**config.mk**
```make
export PLATFORM = sky130hd
export DESIGN_NAME = layer_sequencer_flat
export DESIGN_NICKNAME = d
export VERILOG_FILES = /design/src/rtl/layer_seq_pkg.sv /design/src/rtl/layer_sequencer_if.sv /design/src/rtl/seq_watchdog.sv /design/src/rtl/layer_sequencer.sv /design/src/flat_wrapper.sv
export SDC_FILE = /design/constraint.sdc
export NUM_CORES = 1
export LEC_CHECK = 0
export ABC_AREA = 1
export BUFFER_PORTS_ARGS = -buffer_cell sky130_fd_sc_hd__buf_2
export CAP_MARGIN = 25
export CORE_ASPECT_RATIO = 1.1
export CORE_MARGIN = 2
export CORE_UTILIZATION = 35
export CTS_CLUSTER_DIAMETER = 200
export DETAILED_ROUTE_END_ITERATION = 10
export SLEW_MARGIN = 0
export SYNTH_ARGS = -nofsm -noshare
export SYNTH_HDL_FRONTEND = slang
export SYNTH_HIERARCHICAL = 1
export SYNTH_SLANG_ARGS = --single-unit
```
**constraint.sdc**
```tcl
create_clock -name HCLK -period 3.87 [get_ports HCLK]
set_clock_uncertainty 0.05 [all_clocks]
set_input_delay 0.387 -clock HCLK [delete_from_list [all_inputs] [get_ports HCLK]]
set_output_delay 0.387 -clock HCLK [all_outputs]
set_load 0.03 [all_outputs]
```
**src/rtl/layer_seq_pkg.sv**
```systemverilog
// ============================================================================
// Module      : layer_seq_pkg
// Description : Shared state encoding and default sizing for the layer sequencer.
// Revision    : 1.0 - initial release
// ============================================================================
`default_nettype none

package layer_seq_pkg;

    localparam int DEF_TILE_W      = 8;
    localparam int DEF_ADDR_W      = 32;
    localparam int DEF_TILE_BYTES  = 256;
    localparam int DEF_TIMEOUT_CYC = 4096;

    typedef enum logic [2:0] {
        ST_IDLE  = 3'd0,
        ST_ISSUE = 3'd1,
        ST_WAIT  = 3'd2,
        ST_DONE  = 3'd3,
        ST_ERROR = 3'd4
    } seq_state_t;

endpackage

`default_nettype wire

```
**src/rtl/layer_sequencer_if.sv**
```systemverilog
// ============================================================================
// Module      : layer_sequencer_if
// Description : Tile start/done handshake between sequencer and compute engine.
// Revision    : 1.0 - initial release
// ============================================================================
`default_nettype none

interface layer_sequencer_if
    import layer_seq_pkg::*;
#(
    parameter int TILE_W = DEF_TILE_W,
    parameter int ADDR_W = DEF_ADDR_W
) ();

    logic              eng_start;
    logic [TILE_W-1:0] eng_tile_idx;
    logic [ADDR_W-1:0] eng_addr;
    logic              eng_relu;
    logic              eng_done;

    modport master (
        output eng_start,
        output eng_tile_idx,
        output eng_addr,
        output eng_relu,
        input  eng_done
    );

    modport slave (
        input  eng_start,
        input  eng_tile_idx,
        input  eng_addr,
        input  eng_relu,
        output eng_done
    );

endinterface

`default_nettype wire

```
**src/rtl/seq_watchdog.sv**
```systemverilog
// ============================================================================
// Module      : seq_watchdog
// Description : Per-tile wait counter; expired asserts at TIMEOUT_CYC-1.
// Revision    : 1.0 - initial release
// ============================================================================
`default_nettype none

module seq_watchdog
    import layer_seq_pkg::*;
#(
    parameter int TIMEOUT_CYC = DEF_TIMEOUT_CYC
) (
    input  wire  HCLK,
    input  wire  HRESETn,
    input  wire  clear,
    input  wire  enable,
    output logic expired
);

    localparam int               c_cnt_w = $clog2(TIMEOUT_CYC);
    localparam logic [c_cnt_w-1:0] c_limit = c_cnt_w'(TIMEOUT_CYC - 1);

    logic [c_cnt_w-1:0] r_cnt;
    logic               w_expired;

    assign w_expired = (r_cnt == c_limit);
    assign expired   = w_expired;

    // Saturates at the limit so a late exit from WAIT never sees a wrapped count
    always_ff @(posedge HCLK or negedge HRESETn) begin
        if (!HRESETn) begin
            r_cnt <= '0;
        end else if (clear) begin
            r_cnt <= '0;
        end else if (enable && !w_expired) begin
            r_cnt <= r_cnt + c_cnt_w'(1);
        end
    end

endmodule

`default_nettype wire

```
**src/rtl/layer_sequencer.sv**
```systemverilog
// ============================================================================
// Module      : layer_sequencer
// Description : Issues one layer of tiles to the engine on a trigger rising edge.
// Revision    : 1.0 - initial release
// ============================================================================
`default_nettype none

module layer_sequencer
    import layer_seq_pkg::*;
#(
    parameter int TILE_W      = DEF_TILE_W,
    parameter int ADDR_W      = DEF_ADDR_W,
    parameter int TILE_BYTES  = DEF_TILE_BYTES,
    parameter int TIMEOUT_CYC = DEF_TIMEOUT_CYC
) (
    input  wire                HCLK,
    input  wire                HRESETn,
    input  wire                read_trigger,
    input  wire                is_relu,
    input  wire                is_last,
    input  wire  [TILE_W-1:0]  num_tiles,
    input  wire  [ADDR_W-1:0]  base_addr,
    layer_sequencer_if.master  eng,
    output logic               busy,
    output logic               done_irq,
    output logic               layer_done,
    output logic               last_layer,
    output logic               err
);

    seq_state_t        r_state;
    seq_state_t        w_next_state;
    logic              r_trig_q;
    logic              w_start_ev;
    logic [TILE_W-1:0] r_num;
    logic [TILE_W-1:0] r_idx;
    logic [ADDR_W-1:0] r_addr;
    logic              r_relu;
    logic              r_last;
    logic              r_layer_done;
    logic              r_last_layer;
    logic              r_err;
    logic              w_last_tile;
    logic              w_wd_expired;
    logic              w_eng_start;
    logic              w_busy;
    logic              w_done_irq;

    assign w_start_ev  = read_trigger & ~r_trig_q;
    assign w_last_tile = (r_idx == r_num - TILE_W'(1));

    seq_watchdog #(
        .TIMEOUT_CYC (TIMEOUT_CYC)
    ) u_watchdog (
        .HCLK    (HCLK),
        .HRESETn (HRESETn),
        .clear   (r_state == ST_ISSUE),
        .enable  (r_state == ST_WAIT),
        .expired (w_wd_expired)
    );

    always_ff @(posedge HCLK or negedge HRESETn) begin
        if (!HRESETn) begin
            r_state <= ST_IDLE;
        end else begin
            r_state <= w_next_state;
        end
    end

    // A done pulse takes priority over a watchdog expiry in the same cycle
    always_comb begin
        w_next_state = r_state;
        case (r_state)
            ST_IDLE: begin
                if (w_start_ev) begin
                    w_next_state = (num_tiles == '0) ? ST_DONE : ST_ISSUE;
                end
            end
            ST_ISSUE: w_next_state = ST_WAIT;
            ST_WAIT: begin
                if (eng.eng_done) begin
                    w_next_state = w_last_tile ? ST_DONE : ST_ISSUE;
                end else if (w_wd_expired) begin
                    w_next_state = ST_ERROR;
                end
            end
            ST_DONE:  w_next_state = ST_IDLE;
            ST_ERROR: w_next_state = ST_IDLE;
            default:  w_next_state = ST_IDLE;
        endcase
    end

    always_comb begin
        w_eng_start = 1'b0;
        w_busy      = 1'b1;
        w_done_irq  = 1'b0;
        case (r_state)
            ST_IDLE:  w_busy      = 1'b0;
            ST_ISSUE: w_eng_start = 1'b1;
            ST_DONE:  w_done_irq  = 1'b1;
            default:  ;
        endcase
    end

    // Run parameters are snapshotted on the accepted edge so mid-run input changes are ignored
    always_ff @(posedge HCLK or negedge HRESETn) begin
        if (!HRESETn) begin
            r_trig_q     <= 1'b0;
            r_num        <= '0;
            r_idx        <= '0;
            r_addr       <= '0;
            r_relu       <= 1'b0;
            r_last       <= 1'b0;
            r_layer_done <= 1'b0;
            r_last_layer <= 1'b0;
            r_err        <= 1'b0;
        end else begin
            r_trig_q <= read_trigger;
            case (r_state)
                ST_IDLE: begin
                    if (w_start_ev) begin
                        r_num        <= num_tiles;
                        r_idx        <= '0;
                        r_addr       <= base_addr;
                        r_relu       <= is_relu;
                        r_last       <= is_last;
                        r_layer_done <= 1'b0;
                        r_last_layer <= 1'b0;
                        r_err        <= 1'b0;
                    end
                end
                ST_WAIT: begin
                    if (eng.eng_done && !w_last_tile) begin
                        r_idx  <= r_idx + TILE_W'(1);
                        r_addr <= r_addr + ADDR_W'(TILE_BYTES);
                    end
                end
                ST_DONE: begin
                    r_layer_done <= 1'b1;
                    r_last_layer <= r_last;
                end
                ST_ERROR: r_err <= 1'b1;
                default:  ;
            endcase
        end
    end

    assign eng.eng_start    = w_eng_start;
    assign eng.eng_tile_idx = r_idx;
    assign eng.eng_addr     = r_addr;
    assign eng.eng_relu     = r_relu;
    assign busy             = w_busy;
    assign done_irq         = w_done_irq;
    assign layer_done       = r_layer_done;
    assign last_layer       = r_last_layer;
    assign err              = r_err;

endmodule

`default_nettype wire

```
**src/flat_wrapper.sv**
```systemverilog
// flat-port wrapper written by rule: the top's interface ports become plain ports
module layer_sequencer_flat import layer_seq_pkg::*;
#(
    parameter int TILE_W      = DEF_TILE_W,
    parameter int ADDR_W      = DEF_ADDR_W,
    parameter int TILE_BYTES  = DEF_TILE_BYTES,
    parameter int TIMEOUT_CYC = DEF_TIMEOUT_CYC
)
  (HCLK, HRESETn, read_trigger, is_relu, is_last, num_tiles, base_addr, busy, done_irq, layer_done, last_layer, err, eng_eng_start, eng_eng_tile_idx, eng_eng_addr, eng_eng_relu, eng_eng_done);
  layer_sequencer_if #(.TILE_W(TILE_W), .ADDR_W(ADDR_W)) eng_i ();
  input  wire HCLK;
  input  wire HRESETn;
  input  wire read_trigger;
  input  wire is_relu;
  input  wire is_last;
  input  wire  [TILE_W-1:0] num_tiles;
  input  wire  [ADDR_W-1:0] base_addr;
  output logic busy;
  output logic done_irq;
  output logic layer_done;
  output logic last_layer;
  output logic err;
  output wire logic [$bits(eng_i.eng_start)-1:0] eng_eng_start;
  output wire logic [$bits(eng_i.eng_tile_idx)-1:0] eng_eng_tile_idx;
  output wire logic [$bits(eng_i.eng_addr)-1:0] eng_eng_addr;
  output wire logic [$bits(eng_i.eng_relu)-1:0] eng_eng_relu;
  input wire logic [$bits(eng_i.eng_done)-1:0] eng_eng_done;
  assign eng_eng_start = eng_i.eng_start;
  assign eng_eng_tile_idx = eng_i.eng_tile_idx;
  assign eng_eng_addr = eng_i.eng_addr;
  assign eng_eng_relu = eng_i.eng_relu;
  assign eng_i.eng_done = eng_eng_done;
  layer_sequencer #(.TILE_W(TILE_W), .ADDR_W(ADDR_W), .TILE_BYTES(TILE_BYTES), .TIMEOUT_CYC(TIMEOUT_CYC)) u_core (.HCLK(HCLK), .HRESETn(HRESETn), .read_trigger(read_trigger), .is_relu(is_relu), .is_last(is_last), .num_tiles(num_tiles), .base_addr(base_addr), .eng(eng_i), .busy(busy), .done_irq(done_irq), .layer_done(layer_done), .last_layer(last_layer), .err(err));
endmodule
```
==> results by group <==
Synthesis
  • Post-synth cell types: 36
  • Most frequent cell after synthesis: nand2_1
  • Mapped Cells: between 600 and 700
  • Top cell type's share of synthesized area: 38.0%
  • Number of flops mapped to enable cells by yosys: 0
  • Synthesized area: 4550 um^2
  • Dominant synthesized flop cell: dfrtp_1
  • Mapped Avg Cell Area: just under 7 um^2
  • Yosys reg bits: 69
  • Mux cell area share after synthesis: 0%
  • Area leader, netlist: dfrtp_1
  • Post-synthesis compound-gate area fraction: 3.94%
  • Synth Area in Adders: ~1.1%
  • Post-Synth Simple-Gate Area: a little under half
  • Ranking of synthesized cells by area: dfrtp_1 (38%), nand2_1 (20%), nand3_1 (13%)
  • Synthesized Nets: 707
  • Top cells by count, synth: nand2_1 (245), nand3_1 (114), dfrtp_1 (69)
  • Synth async-reset ratio: 100%
  • Post-synthesis sequential area ratio: 38.0%
  • Synth Area in XOR/XNOR: under 10%
  • Main combinational cell family by area after synthesis: simple AND/OR/NAND/NOR gates
  • Yosys Warn Count: 6

Final layout
  • Layout cells sized above 1: around a fifth
  • Layout Nets: 794
  • Fillcell total: 1,315
  • Final instance area: ~5300 um^2
  • Area grow syn2layout: 17.6%
  • Diodes inserted: 0

Critical path
  • FF-to-FF path depth: 9
  • Worst r2r src: u_core/r_state[1]$_DFFE_PN0P_
  • Crit end category: flip-flop
  • Worst-path maximum fanout: 39
  • Worst setup SP type: flip-flop
  • Reg2reg setup slack: 1.34 ns
  • Crit path kind: reg -> reg
  • Worst reg2reg endpoint: u_core/eng.eng_addr[11]$_DFFE_PN0P_
  • WP data required: a little over 4 ns
  • WP data arrival: between 2 and 3 ns

Run
  • Max_cap viols: 0

Global route
  • Vias in the first global route: roughly 4,500
  • First-pass GRT wire length: 20,700 um
  • Largest net degree at the start of global routing: 47
  • GRT Total Usage: 18.3%
  • Initial antenna violation count: 1
  • Global route total overflow: 0

Drt
  • DR vias: 4,567
  • DR vias/cell: around 5.0
  • TritonRoute pass-1 iters: 5
  • DR DRC count: 0
  • WL final: 12,400 um
  • Iteration-0 DRC Markers: 276
  • Wire per inst: between 10 and 15 um
  • Number of routed nets with antenna violations: 0

Floorplanning
  • Die X: about 110 um
  • Die area: 13,900 um^2
  • Die Height: 124 um
  • Top Ports: just over 90
  • Initial core utilization: between 30% and 40%
  • Area of the core: 12,600 um^2
  • Number of core rows: 43

Clock network
  • CTS tree: yes
  • CTS Sinks: 69
  • CTS resizes: 0
  • Later-pin clock latency in the skew report: 0.33 ns
  • Post-CTS Setup Bufs: 0
  • Clk slew on worst S/H paths: 0.05 ns
  • CTS buffer count: 9
  • Hold Buf Count CTS: 0
  • Largest buffer count on any clock path: 2
  • Max H-tree Level: 3
  • Clock Tree Root: clkbuf_16

Timing
  • Final Slew Violations: 0
  • Tmin final: between 2 and 3 ns
  • Fmax: 395 MHz
  • Fin Setup TNS: 0 ns
  • Period Utilization, post-route: about 65%
  • Fin. Hold Viols: 0
  • Max-slew headroom: 42.3%
  • Final setup viols: 0
  • Worst-margin pin slew: 0.865 ns
  • Unrepaired setup endpoints after global routing: no

Placed design
  • Number of I/O port buffers: 92
  • GPL Wtd Cong: 0.873
  • Post-DP HPWL: 8800 um
  • Placed cell area: 5060 um^2

Worst hold path
  • Hold crit path type: in -> async

Run status
  • Status: complete, no violations

Power
  • Pwr dens: 780 nW/um^2
  • Worst vdd ir: 0.000517 V
  • LEAKAGE: 0.00271 uW
-- per-layer routing --
| metal | share of wire [%] | track usage (%) | up-vias |
|---|---|---|---|
| met1 | 44 | 23.3 | 2100 |
| met2 | 47 | 30.5 | 167 |
| li1 | - | - | 2279 |
| met4 | 1.5 | 7.16 | 2 |
| met3 | 6.9 | 4.22 | 19 |
| met5 | 0.088 | 0 | - |
-- state kept, by name, summed over array words and instances (netlist names) --
register	flops
u_core/layer_done	1
u_core/r_num	8
u_core/r_last	1
u_core/err	1
u_core/eng.eng_relu	1
u_core/eng.eng_tile_idx	8
u_core/eng.eng_addr	32
u_core/last_layer	1
u_core/r_trig_q	1
u_core/r_state	3
u_core/u_watchdog/r_cnt	12
-- area by class of cell --
class / instances / area, um^2 / area share, %
repair buffers: 98 / 505 / 9.46
inverters: 51 / 193 / 3.61
clock buffers: 14 / 274 / 5.13
multi-input cells: 515 / 2440 / 45.7
clock inverters: 1 / 5.00 / 0.0937
flip-flops and latches: 69 / 1730 / 32.3
well taps: 157 / 196 / 3.68
-- through the flow --
stage               hold WS (ns)  total power (uW)  cells  setup slack, ns  util [%]
finish                     0.125              4170    905             1.34      42.3
global route               0.125              4520    905             1.13      42.3
CTS                        0.119              4200    905             1.34      42.3
detailed placement         0.410              3390    890             1.35      40.1
global placement           0.401              3360    890             1.44      40.1
floorplan                 0.0414              2870    657             1.62         -
-- cell families (layout without fill, tap and decap cells) --
kind of cell    Yosys count  count (layout)
xor+xnor                 17              17
fa+ha+maj                 4               4
flops                    69              69
compound gates           32              32
simple gates            462             462
buf+inv                  73             164
-- how the worst max path moves through the flow --
stage                             startpoint                                endpoint  slack [ns]  cells after the start
2_1_floorplan  u_core/r_state[2]$_DFFE_PN0P_  u_core/u_watchdog/r_cnt[9]$_DFFE_PN0P_        1.62                      5
5_1_grt        u_core/r_state[1]$_DFFE_PN0P_     u_core/eng.eng_addr[26]$_DFFE_PN0P_        1.13                      9
3_5_place_dp   u_core/r_state[1]$_DFFE_PN0P_  u_core/eng.eng_tile_idx[5]$_DFFE_PN0P_        1.35                      9
3_3_place_gp   u_core/r_state[1]$_DFFE_PN0P_     u_core/eng.eng_addr[18]$_DFFE_PN0P_        1.44                      9
4_1_cts        u_core/r_state[1]$_DFFE_PN0P_  u_core/eng.eng_tile_idx[4]$_DFFE_PN0P_        1.34                      9
6_report       u_core/r_state[1]$_DFFE_PN0P_     u_core/eng.eng_addr[11]$_DFFE_PN0P_        1.34                      9
-- worst max-delay path, stage by stage (launching register included) --
cell and delay [ns]:
dfrtp_1 0.39, inv_1 0.11, nor3_4 0.04, buf_4 0.22, inv_2 0.53, nor2_4 0.11, o21ai_1 0.19, clkinv_2 0.43
nand3_1 0.25, nand2_1 0.07
-- where the power goes --
part	leakage [uW]	total, uW	internal, uW	switching [uW]
combinational	0.00170	2050	635	1420
clock	0.000139	783	482	301
sequential	0.000871	1330	996	338
-- layout by cell type, fill, tap and decap left out, types with 3 or more instances in the layout --
cell type	n
buf_2	92
buf_4	6
clkbuf_16	9
clkbuf_8	3
dfrtp_1	69
ha_1	4
inv_1	46
inv_2	4
nand2_1	245
nand2_2	4
nand3_1	114
nand3b_1	5
nand4_1	5
nor2_1	54
nor2_2	7
nor2_4	4
nor3_1	6
nor4_1	3
o21ai_0	17
o21ai_1	8
o21bai_1	3
or2_2	6
xnor2_1	8
xor2_1	9
(Power assumes the default switching activity.)
